**src/rtl/wb_port_arbiter_pkg.sv**
```systemverilog
// Shared constants for the write-back port arbiter, plus the round-robin
// index arithmetic used by the grant logic.
package wb_port_arbiter_pkg;

    localparam int CPU_NUM_REQ    = 8;
    localparam int CPU_REG_ID_BIT = 4;
    localparam int CPU_REG_BIT    = 16;

    // (base + off) mod n, valid for base < n and off <= n.
    function automatic int rr_wrap(input int base, input int off, input int n);
        int sum;
        sum = base + off;
        if (sum >= n) begin
            sum = sum - n;
        end else begin
            sum = sum;
        end
        return sum;
    endfunction

endpackage

```
**src/rtl/wb_port_arbiter_if.sv**
```systemverilog
// Write-back bus between the functional units and the register-file port.
// slave: the arbiter's view; master: the requesters / register file side.
interface wb_port_arbiter_if
    import wb_port_arbiter_pkg::*;
#(
    parameter int NUM_REQ    = CPU_NUM_REQ,
    parameter int REG_ID_BIT = CPU_REG_ID_BIT,
    parameter int REG_BIT    = CPU_REG_BIT,
    parameter int SRC_BIT    = $clog2(NUM_REQ)
);
    logic [NUM_REQ-1:0]            req_vld;
    logic [NUM_REQ-1:0]            req_rdy;
    logic [NUM_REQ*REG_ID_BIT-1:0] req_reg_id;
    logic [NUM_REQ*REG_BIT-1:0]    req_data;
    logic                          out_vld;
    logic                          out_rdy;
    logic [REG_ID_BIT-1:0]         out_reg_id;
    logic [REG_BIT-1:0]            out_data;
    logic [SRC_BIT-1:0]            out_src;
    logic                          idle;

    modport slave (
        input  req_vld, req_reg_id, req_data, out_rdy,
        output req_rdy, out_vld, out_reg_id, out_data, out_src, idle
    );

    modport master (
        output req_vld, req_reg_id, req_data, out_rdy,
        input  req_rdy, out_vld, out_reg_id, out_data, out_src, idle
    );
endinterface

```
**src/rtl/wb_port_arbiter_rr_priority.sv**
```systemverilog
// Round-robin priority picker: the requester just after last_grant has the
// highest priority, last_grant itself the lowest.
module rr_priority
    import wb_port_arbiter_pkg::*;
#(
    parameter int NUM_REQ = CPU_NUM_REQ,
    parameter int SRC_BIT = $clog2(NUM_REQ)
) (
    input  logic [NUM_REQ-1:0] req_i,
    input  logic [SRC_BIT-1:0] last_grant_i,
    output logic [NUM_REQ-1:0] grant_o,
    output logic [SRC_BIT-1:0] grant_idx_o,
    output logic               grant_vld_o
);
    logic [SRC_BIT-1:0] pos_s;

    // Scan from last_grant+1 upward with wrap; the first active request wins.
    always_comb begin
        grant_o     = '0;
        grant_idx_o = '0;
        grant_vld_o = 1'b0;
        pos_s       = '0;
        for (int k = 1; k <= NUM_REQ; k++) begin
            pos_s = SRC_BIT'(rr_wrap(int'(last_grant_i), k, NUM_REQ));
            if (!grant_vld_o && req_i[pos_s]) begin
                grant_o[pos_s] = 1'b1;
                grant_idx_o    = pos_s;
                grant_vld_o    = 1'b1;
            end else begin
                grant_vld_o = grant_vld_o;
            end
        end
    end
endmodule

```
**src/rtl/wb_port_arbiter.sv**
```systemverilog
// Write-back port arbiter: N functional units share one register-file write
// port through a single registered output entry, granted round-robin.
module wb_port_arbiter
    import wb_port_arbiter_pkg::*;
#(
    parameter int NUM_REQ    = CPU_NUM_REQ,
    parameter int REG_ID_BIT = CPU_REG_ID_BIT,
    parameter int REG_BIT    = CPU_REG_BIT,
    parameter int SRC_BIT    = $clog2(NUM_REQ)
) (
    input  logic              clk,
    input  logic              rst_n,
    wb_port_arbiter_if.slave  bus
);
    logic                  out_vld_q,    out_vld_d;
    logic [REG_ID_BIT-1:0] out_reg_id_q, out_reg_id_d;
    logic [REG_BIT-1:0]    out_data_q,   out_data_d;
    logic [SRC_BIT-1:0]    out_src_q,    out_src_d;
    logic [SRC_BIT-1:0]    last_grant_q, last_grant_d;

    logic [NUM_REQ-1:0]    grant_s;
    logic [SRC_BIT-1:0]    grant_idx_s;
    logic                  grant_vld_s;
    logic                  slot_free_s;
    logic                  xfer_s;
    logic [REG_ID_BIT-1:0] sel_reg_id_s;
    logic [REG_BIT-1:0]    sel_data_s;

    rr_priority #(
        .NUM_REQ (NUM_REQ),
        .SRC_BIT (SRC_BIT)
    ) u_rr_priority (
        .req_i        (bus.req_vld),
        .last_grant_i (last_grant_q),
        .grant_o      (grant_s),
        .grant_idx_o  (grant_idx_s),
        .grant_vld_o  (grant_vld_s)
    );

    // Handshake: accept only when the entry is empty or draining this cycle.
    always_comb begin
        slot_free_s = !out_vld_q || bus.out_rdy;
        xfer_s      = slot_free_s && grant_vld_s;
        bus.req_rdy = slot_free_s ? grant_s : '0;
        bus.idle    = !out_vld_q && !(|bus.req_vld);
    end

    // Payload mux: one-hot grant selects the winning requester's id and data.
    always_comb begin
        sel_reg_id_s = '0;
        sel_data_s   = '0;
        for (int i = 0; i < NUM_REQ; i++) begin
            sel_reg_id_s = sel_reg_id_s
                         | ({REG_ID_BIT{grant_s[i]}} & bus.req_reg_id[i*REG_ID_BIT +: REG_ID_BIT]);
            sel_data_s   = sel_data_s
                         | ({REG_BIT{grant_s[i]}} & bus.req_data[i*REG_BIT +: REG_BIT]);
        end
    end

    // Next state: load on transfer, empty on drain, otherwise hold.
    always_comb begin
        out_vld_d    = out_vld_q;
        out_reg_id_d = out_reg_id_q;
        out_data_d   = out_data_q;
        out_src_d    = out_src_q;
        last_grant_d = last_grant_q;
        if (xfer_s) begin
            out_vld_d    = 1'b1;
            out_reg_id_d = sel_reg_id_s;
            out_data_d   = sel_data_s;
            out_src_d    = grant_idx_s;
            last_grant_d = grant_idx_s;
        end else if (bus.out_rdy) begin
            out_vld_d    = 1'b0;
        end else begin
            out_vld_d    = out_vld_q;
        end
    end

    // State registers; reset leaves requester 0 at highest priority.
    always_ff @(posedge clk or negedge rst_n) begin
        if (!rst_n) begin
            out_vld_q    <= 1'b0;
            out_reg_id_q <= '0;
            out_data_q   <= '0;
            out_src_q    <= '0;
            last_grant_q <= SRC_BIT'(NUM_REQ - 1);
        end else begin
            out_vld_q    <= out_vld_d;
            out_reg_id_q <= out_reg_id_d;
            out_data_q   <= out_data_d;
            out_src_q    <= out_src_d;
            last_grant_q <= last_grant_d;
        end
    end

    assign bus.out_vld    = out_vld_q;
    assign bus.out_reg_id = out_reg_id_q;
    assign bus.out_data   = out_data_q;
    assign bus.out_src    = out_src_q;
endmodule

```
**src/flat_wrapper.sv**
```systemverilog
// flat-port wrapper written by rule: the top's interface ports become plain ports
module wb_port_arbiter_flat import wb_port_arbiter_pkg::*;
#(
    parameter int NUM_REQ    = CPU_NUM_REQ,
    parameter int REG_ID_BIT = CPU_REG_ID_BIT,
    parameter int REG_BIT    = CPU_REG_BIT,
    parameter int SRC_BIT    = $clog2(NUM_REQ)
)
  (clk, rst_n, bus_req_vld, bus_req_reg_id, bus_req_data, bus_out_rdy, bus_req_rdy, bus_out_vld, bus_out_reg_id, bus_out_data, bus_out_src, bus_idle);
  wb_port_arbiter_if #(.NUM_REQ(NUM_REQ), .REG_ID_BIT(REG_ID_BIT), .REG_BIT(REG_BIT), .SRC_BIT(SRC_BIT)) bus_i ();
  input  logic clk;
  input  logic rst_n;
  input wire logic [$bits(bus_i.req_vld)-1:0] bus_req_vld;
  input wire logic [$bits(bus_i.req_reg_id)-1:0] bus_req_reg_id;
  input wire logic [$bits(bus_i.req_data)-1:0] bus_req_data;
  input wire logic [$bits(bus_i.out_rdy)-1:0] bus_out_rdy;
  output wire logic [$bits(bus_i.req_rdy)-1:0] bus_req_rdy;
  output wire logic [$bits(bus_i.out_vld)-1:0] bus_out_vld;
  output wire logic [$bits(bus_i.out_reg_id)-1:0] bus_out_reg_id;
  output wire logic [$bits(bus_i.out_data)-1:0] bus_out_data;
  output wire logic [$bits(bus_i.out_src)-1:0] bus_out_src;
  output wire logic [$bits(bus_i.idle)-1:0] bus_idle;
  assign bus_i.req_vld = bus_req_vld;
  assign bus_i.req_reg_id = bus_req_reg_id;
  assign bus_i.req_data = bus_req_data;
  assign bus_i.out_rdy = bus_out_rdy;
  assign bus_req_rdy = bus_i.req_rdy;
  assign bus_out_vld = bus_i.out_vld;
  assign bus_out_reg_id = bus_i.out_reg_id;
  assign bus_out_data = bus_i.out_data;
  assign bus_out_src = bus_i.out_src;
  assign bus_idle = bus_i.idle;
  wb_port_arbiter #(.NUM_REQ(NUM_REQ), .REG_ID_BIT(REG_ID_BIT), .REG_BIT(REG_BIT), .SRC_BIT(SRC_BIT)) u_core (.clk(clk), .rst_n(rst_n), .bus(bus_i));
endmodule
```
**config.mk**
```make
export PLATFORM = sky130hd
export DESIGN_NAME = wb_port_arbiter_flat
export DESIGN_NICKNAME = d
export VERILOG_FILES = /design/src/rtl/wb_port_arbiter_pkg.sv /design/src/rtl/wb_port_arbiter_if.sv /design/src/rtl/wb_port_arbiter_rr_priority.sv /design/src/rtl/wb_port_arbiter.sv /design/src/flat_wrapper.sv
export SDC_FILE = /design/constraint.sdc
export NUM_CORES = 1
export LEC_CHECK = 0
export CORE_MARGIN = 5
export CORE_UTILIZATION = 30
export DETAILED_ROUTE_END_ITERATION = 7
export GPL_TIMING_DRIVEN = 0
export PLACE_DENSITY = 0.69
export SYNTH_ARGS = -nofsm -noshare
export SYNTH_HDL_FRONTEND = slang
export SYNTH_HIERARCHICAL = 1
export SYNTH_SLANG_ARGS = --single-unit
```
**constraint.sdc**
```tcl
create_clock -name clk -period 7.6 [get_ports clk]
set_input_delay 1.14 -clock clk [delete_from_list [all_inputs] [get_ports clk]]
set_output_delay 1.14 -clock clk [all_outputs]
set_load 0.01 [all_outputs]
```
=== Yosys cells after proc, flatten, opt, wreduce, memory -nomap -nowiden ===
Cells that the tools add are included.

* $add $sub $neg: 16
* Magnitude comparators: 24
* Multiplexer cells: 67
* Bitwise gates (word level): 37
* Reductions and logical operators: 29

{| class="wikitable"
|+ Operators by type and width
! kind !! number
|-
| $and A16 B16 Y16 || 8
|-
| $or A16 B16 Y16 || 7
|-
| $mux W8 || 9
|-
| $or A8 B8 Y8 || 7
|-
| $mux W3 || 16
|-
| $and A4 B4 Y4 || 8
|-
| $lt A3 B4 Y1 const B || 8
|-
| $ge A4 B4 Y1 const B || 7
|-
| $or A4 B4 Y4 || 7
|-
| $mux W1 || 26
|-
| $bmux W1 S3 || 8
|-
| $demux W1 S3 || 8
|-
| $ge A3 B1 Y1 const B || 8
|-
| $sub A3 B1 Y3 const B || 8
|-
| $logic_and A1 B1 Y1 || 17
|-
| $add A3 B3 Y4 const B || 4
|-
| $logic_not A1 Y1 || 9
|-
| $add A3 B2 Y4 const B || 2
|-
| $reduce_or A8 Y1 || 1
|-
| $add A3 B4 Y5 const B || 1
|-
| $ge A5 B4 Y1 const B || 1
|-
| $add A3 B1 Y4 const B || 1
|-
| $reduce_bool A2 Y1 || 1
|-
| $logic_or A1 B1 Y1 || 1
|}

* Flip-flop bits (word level): 27
* Bits of input ports: 171
* Word-level logic and storage cells: 178

=== Longest topological paths before layout ===
* Depth in word-level cells: 35
* Gate-level depth with buffers: 16

=== Modules after synthesis ===
Netlist, hierarchy kept.

{| class="wikitable"
|+ By module, submodules not included
! module !! times used !! cells an instance !! area an instance (um2)
|-
| wb_port_arbiter || 1 || 187 || 2016.9
|-
| rr_priority || 1 || 160 || 1388.8
|}

=== Worst setup path before layout ===
No wires, ideal clock.

* Kind: flip-flop to output port
* Start: register u_core.last_grant_q[0]
* End: output bus_req_rdy[7]
* Arrival: 3756 ps
* Data required time: 6460 ps
* Path slack: 2704 ps
* Cell stages (with the launch flop): 14
* Path buffers: 4
* Path through: dfstp_2 -> buf_6 -> buf_12 -> buf_2 -> clkinv_1 -> ha_1 -> xor2_4 -> mux4_2 -> nor4_4 -> a22o_1 -> a221o_1 -> a2bb2oi_1 -> clkbuf_1 -> and2_2

* Longest elaborated chain between the ends: 28
* Elaborated cells on any way between the ends: 125
* Classes of those cells: add/sub (16); order compare (24); mux (56); bitwise (7); reduce/logical (22)

{| class="wikitable"
|+ RTL lines
! what !! line !! text
|-
| start: declaration || wb_port_arbiter.sv:19 || <nowiki>logic [SRC_BIT-1:0] last_grant_q, last_grant_d;</nowiki>
|-
| start signal: assignment || wb_port_arbiter.sv:87 || <nowiki>last_grant_q <= SRC_BIT'(NUM_REQ - 1);</nowiki>
|-
| start signal: assignment || wb_port_arbiter.sv:93 || <nowiki>last_grant_q <= last_grant_d;</nowiki>
|-
| branches (longest 26 deep; another with $add A3 B1 Y4) || - ||
|-
| $mux W8 (*) || wb_port_arbiter_rr_priority.sv:25 || <nowiki>if (!grant_vld_o && req_i[pos_s]) begin</nowiki>
|-
| net u_core.grant_s[7] || wb_port_arbiter.sv:21 || <nowiki>logic [NUM_REQ-1:0] grant_s;</nowiki>
|-
| $mux W8 (*) || wb_port_arbiter.sv:44 || <nowiki>bus.req_rdy = slot_free_s ? grant_s : '0;</nowiki>
|-
| end: declaration || flat_wrapper.sv:17 || <nowiki>output wire logic [$bits(bus_i.req_rdy)-1:0] bus_req_rdy;</nowiki>
|}

Mark *: on every way through the listed nets, which the timed path passes. The select of a mux whose other input is x is not followed.

=== Final worst setup path ===
Same ends and word-level chain as after synthesis.

==> summary.md <==
| Metric | Value |
|---|---|
| Status | `completed` |
| DRC | `0` |
| Placed Area | `5620 sq um` |
| Cells along the critical path | `buf_6, buf_12, buf_2, clkinv_1, ha_1, xor2_4, mux4_2, nor4_4, a22o_1, a221o_1, a2bb2oi_1, clkbuf_1, and2_2, clkdlybuf4s50_1` |
| Met3 Use GR | `2.95%` |
| Final hold violation count | `0` |
| Yosys reg bits | `27` |
| First-pass detailed-route iteration total | `5` |
| EDFF count, synth | `0` |
| Critical path data arrival time | `5.42 ns` |
| Die W | `117 um` |
| Max-capacitance violation count | `0` |
| Met2 usage | `37.5%` |
| Kind of critical path | `flip-flop to primary output` |
| Top_reg_cell synth | `dfrtp_1` |
| Clock Latency Late Sink | `0.27 ns` |
| Synth unique cells | `54` |
| Die H | `117 um` |
| TritonCTS Buffers | `3` |
| Number of post-CTS setup repair buffers | `0` |
| GRT overflow | `0` |
| Worst min path class | `flip-flop to flip-flop` |
| CTS Buffer Depth | `2` |
| CTS tree | `yes` |
| First-pass GRT wire length | `22.5 mm` |
| Setup violations, final | `0` |
| Nets@finish | `732` |
| RSZ-0062 raised after global routing | `false` |
| Post-CTS sizing | `0` |
| DP Wirelength | `12.5 mm` |
| # diodes | `0` |
| Fin Setup TNS | `0 ns` |
| Worst-path clk slew | `0.07 ns` |
| PortBufs | `203` |
| Layout area overhead | `67.1%` |
| CP required | `6.46 ns` |
| Clk sinks | `27` |
| Vias after detailed routing | `4130` |
| Final Critical Period | `6.56 ns` |
| Vias per cell | `5.93` |
| Max Clk Rate | `153 MHz` |
| Syn Nets | `524` |
| Remaining antenna violation count | `0` |
| Slew margin rel. | `54.8%` |
| Final period util | `86.3%` |
| Area leader, netlist | `a22oi_1` |
| Final Skew | `0.00403 ns` |
| Hold Buf Count CTS | `0` |
| Worst setup SP type | `flip-flop` |
| Vias in the first global route | `4027` |
| Ys Warns | `6` |
| H-tree depth | `1` |
| Largest net degree at the start of global routing | `28` |
| Family with the most delay on the worst path | `buffers and inverters` |
| Cells after Synth | `347` |
| Worst path max stage delay | `0.59 ns` |
| Routed Wire Length | `15.7 mm` |
| Layout cells sized above 1 | `16.2%` |
| Buffer and inverter count on the worst path | `6` |
| Clock Tree Root | `clkbuf_16` |
| Post-Syn Area | `3410 sq um` |
| Core ar. | `11300 sq um` |
| Post-route design area | `5690 sq um` |
| Routability cong. | `0.988` |
| Syn Area/Cell | `9.81 sq um` |
| Top cell type's share of synthesized area | `18.3%` |
| CP max FO | `10` |
| Standard-cell rows | `39` |
| 1st-iter DRT viols | `495` |
| Total GRT Usage | `21.0%` |
| Most used routing layer | `met2` |
| Final Max Slew Viols | `0` |
| Share of the yosys chip area belonging to registers | `19.9%` |
| Initial Util | `30.2%` |
| P per Cell Area | `476 nW/um^2` |
| Fillers | `1039` |
| GRT met1 Usage | `26.1%` |
| Die area | `13600 sq um` |
| Worst path slowest cell | `mux4_2` |
| Synth top area cells | `a22oi_1, dfrtp_1, mux2_4` |
| Leakage power | `0.00215 uW` |
| DR WL/cell | `22.5 um` |
| Io pins | `204` |
| CP endpoint kind | `primary output` |
| Tightest Pin Transition | `0.674 ns` |
| Antenna violations before repair | `0` |
| Peak VDD IR | `0.239 mV` |
| Async S/R FF share, synth | `100%` |
-- placed cells by master (no fill, tap or decap), types with 6 or more instances in the layout --
cell type / n
buf_2: 20
a21oi_1: 7
nor3_1: 7
nand4_1: 21
dfrtp_1: 24
clkdlybuf4s50_1: 202
mux2_2: 13
o21ai_0: 9
ha_1: 6
mux2i_1: 14
mux2_4: 21
and2_2: 8
mux4_2: 9
a22oi_1: 83
nand2_1: 12
nor2_1: 18
-- where the power goes --
part | internal, uW | switching [uW] | total [uW]
sequential | 225 | 44.3 | 269
combinational | 1050 | 1260 | 2310
clock | 71.3 | 55.7 | 127
total | 1350 | 1360 | 2710
-- registers in the layout, summed over array words and instances (netlist names) --
signal / flops
u_core/bus.out_reg_id: 4
u_core/bus.out_vld: 1
u_core/bus.out_data: 16
u_core/last_grant_q: 3
u_core/bus.out_src: 3
-- layer usage --
| metal | part of all wire [%] | vias up |
|---|---|---|
| li1 | - | 1854 |
| met1 | 37 | 1996 |
| met2 | 50 | 246 |
| met3 | 10 | 34 |
| met4 | 2.6 | 0 |
| met5 | 0 | - |
-- final cells by class --
cell class | count | area (sq um) | area share [%]
Inverter | 4 | 15.0 | 0.264
Clock buffer | 3 | 75.1 | 1.32
Tap cell | 143 | 179 | 3.14
Timing Repair Buffer | 203 | 2030 | 35.6
Buffer | 29 | 196 | 3.45
Clock inverter | 1 | 5.00 | 0.0879
Multi-Input combinational cell | 287 | 2510 | 44.2
Sequential cell | 27 | 679 | 11.9
-- cells in the mapped netlist, types with 6 or more instances --
master   instances
a21oi_1          7
a22oi_1         83
and2_2           8
buf_2           19
dfrtp_1         24
ha_1             6
mux2_2          13
mux2_4          21
mux2i_1         14
mux4_2           9
nand2_1         12
nand4_1         21
nor2_1          18
nor3_1           7
o21ai_0          9
-- final timing paths --
check | start | to | slack (ns) | depth (start not counted)
hold / removal | u_core/bus.out_reg_id[0]$_DFFE_PN0P_ | u_core/bus.out_reg_id[0]$_DFFE_PN0P_ | 0.51 | 1
setup reg to reg | u_core/last_grant_q[0]$_DFFE_PN1P_ | u_core/bus.out_data[8]$_DFFE_PN0P_ | 2.55 | 14
min in group asynchronous | rst_n | u_core/bus.out_data[12]$_DFFE_PN0P_ | 0.90 | 1
setup / recovery | u_core/last_grant_q[0]$_DFFE_PN1P_ | bus_req_rdy[7] | 1.04 | 14
max in group asynchronous | rst_n | u_core/bus.out_src[2]$_DFFE_PN0P_ | 6.28 | 1
hold reg to reg | u_core/bus.out_reg_id[0]$_DFFE_PN0P_ | u_core/bus.out_reg_id[0]$_DFFE_PN0P_ | 0.51 | 1
-- stage by stage --
step | hold slack (ns) | setup slack [ns] | utilization (%) | instances | power, uW
after detailed placement | 0.493 | 1.34 | 49.8 | 693 | 2530
after global routing | 0.522 | 0.786 | 50.5 | 697 | 2880
after global placement | 0.489 | 1.46 | 49.8 | 693 | 2500
after floorplan | 0.550 | 2.70 | - | 347 | 1820
after CTS | 0.514 | 1.04 | 50.5 | 697 | 2670
final | 0.512 | 1.04 | 50.5 | 697 | 2710
-- kinds of logic (layout without fill, tap and decap cells) --
group	Yosys count	count (layout)	synth area share, %
flip-flops	27	27	19.9
adder cells (fa/ha/maj)	6	6	2.20
multiplexers	60	60	25.8
AO/OA/AOI/OAI	133	133	29.5
XOR/XNOR	4	4	1.58
AND/OR/NAND/NOR	84	84	14.7
buffers and inverters	33	240	6.21
Power figures use the tool's default switching activity.
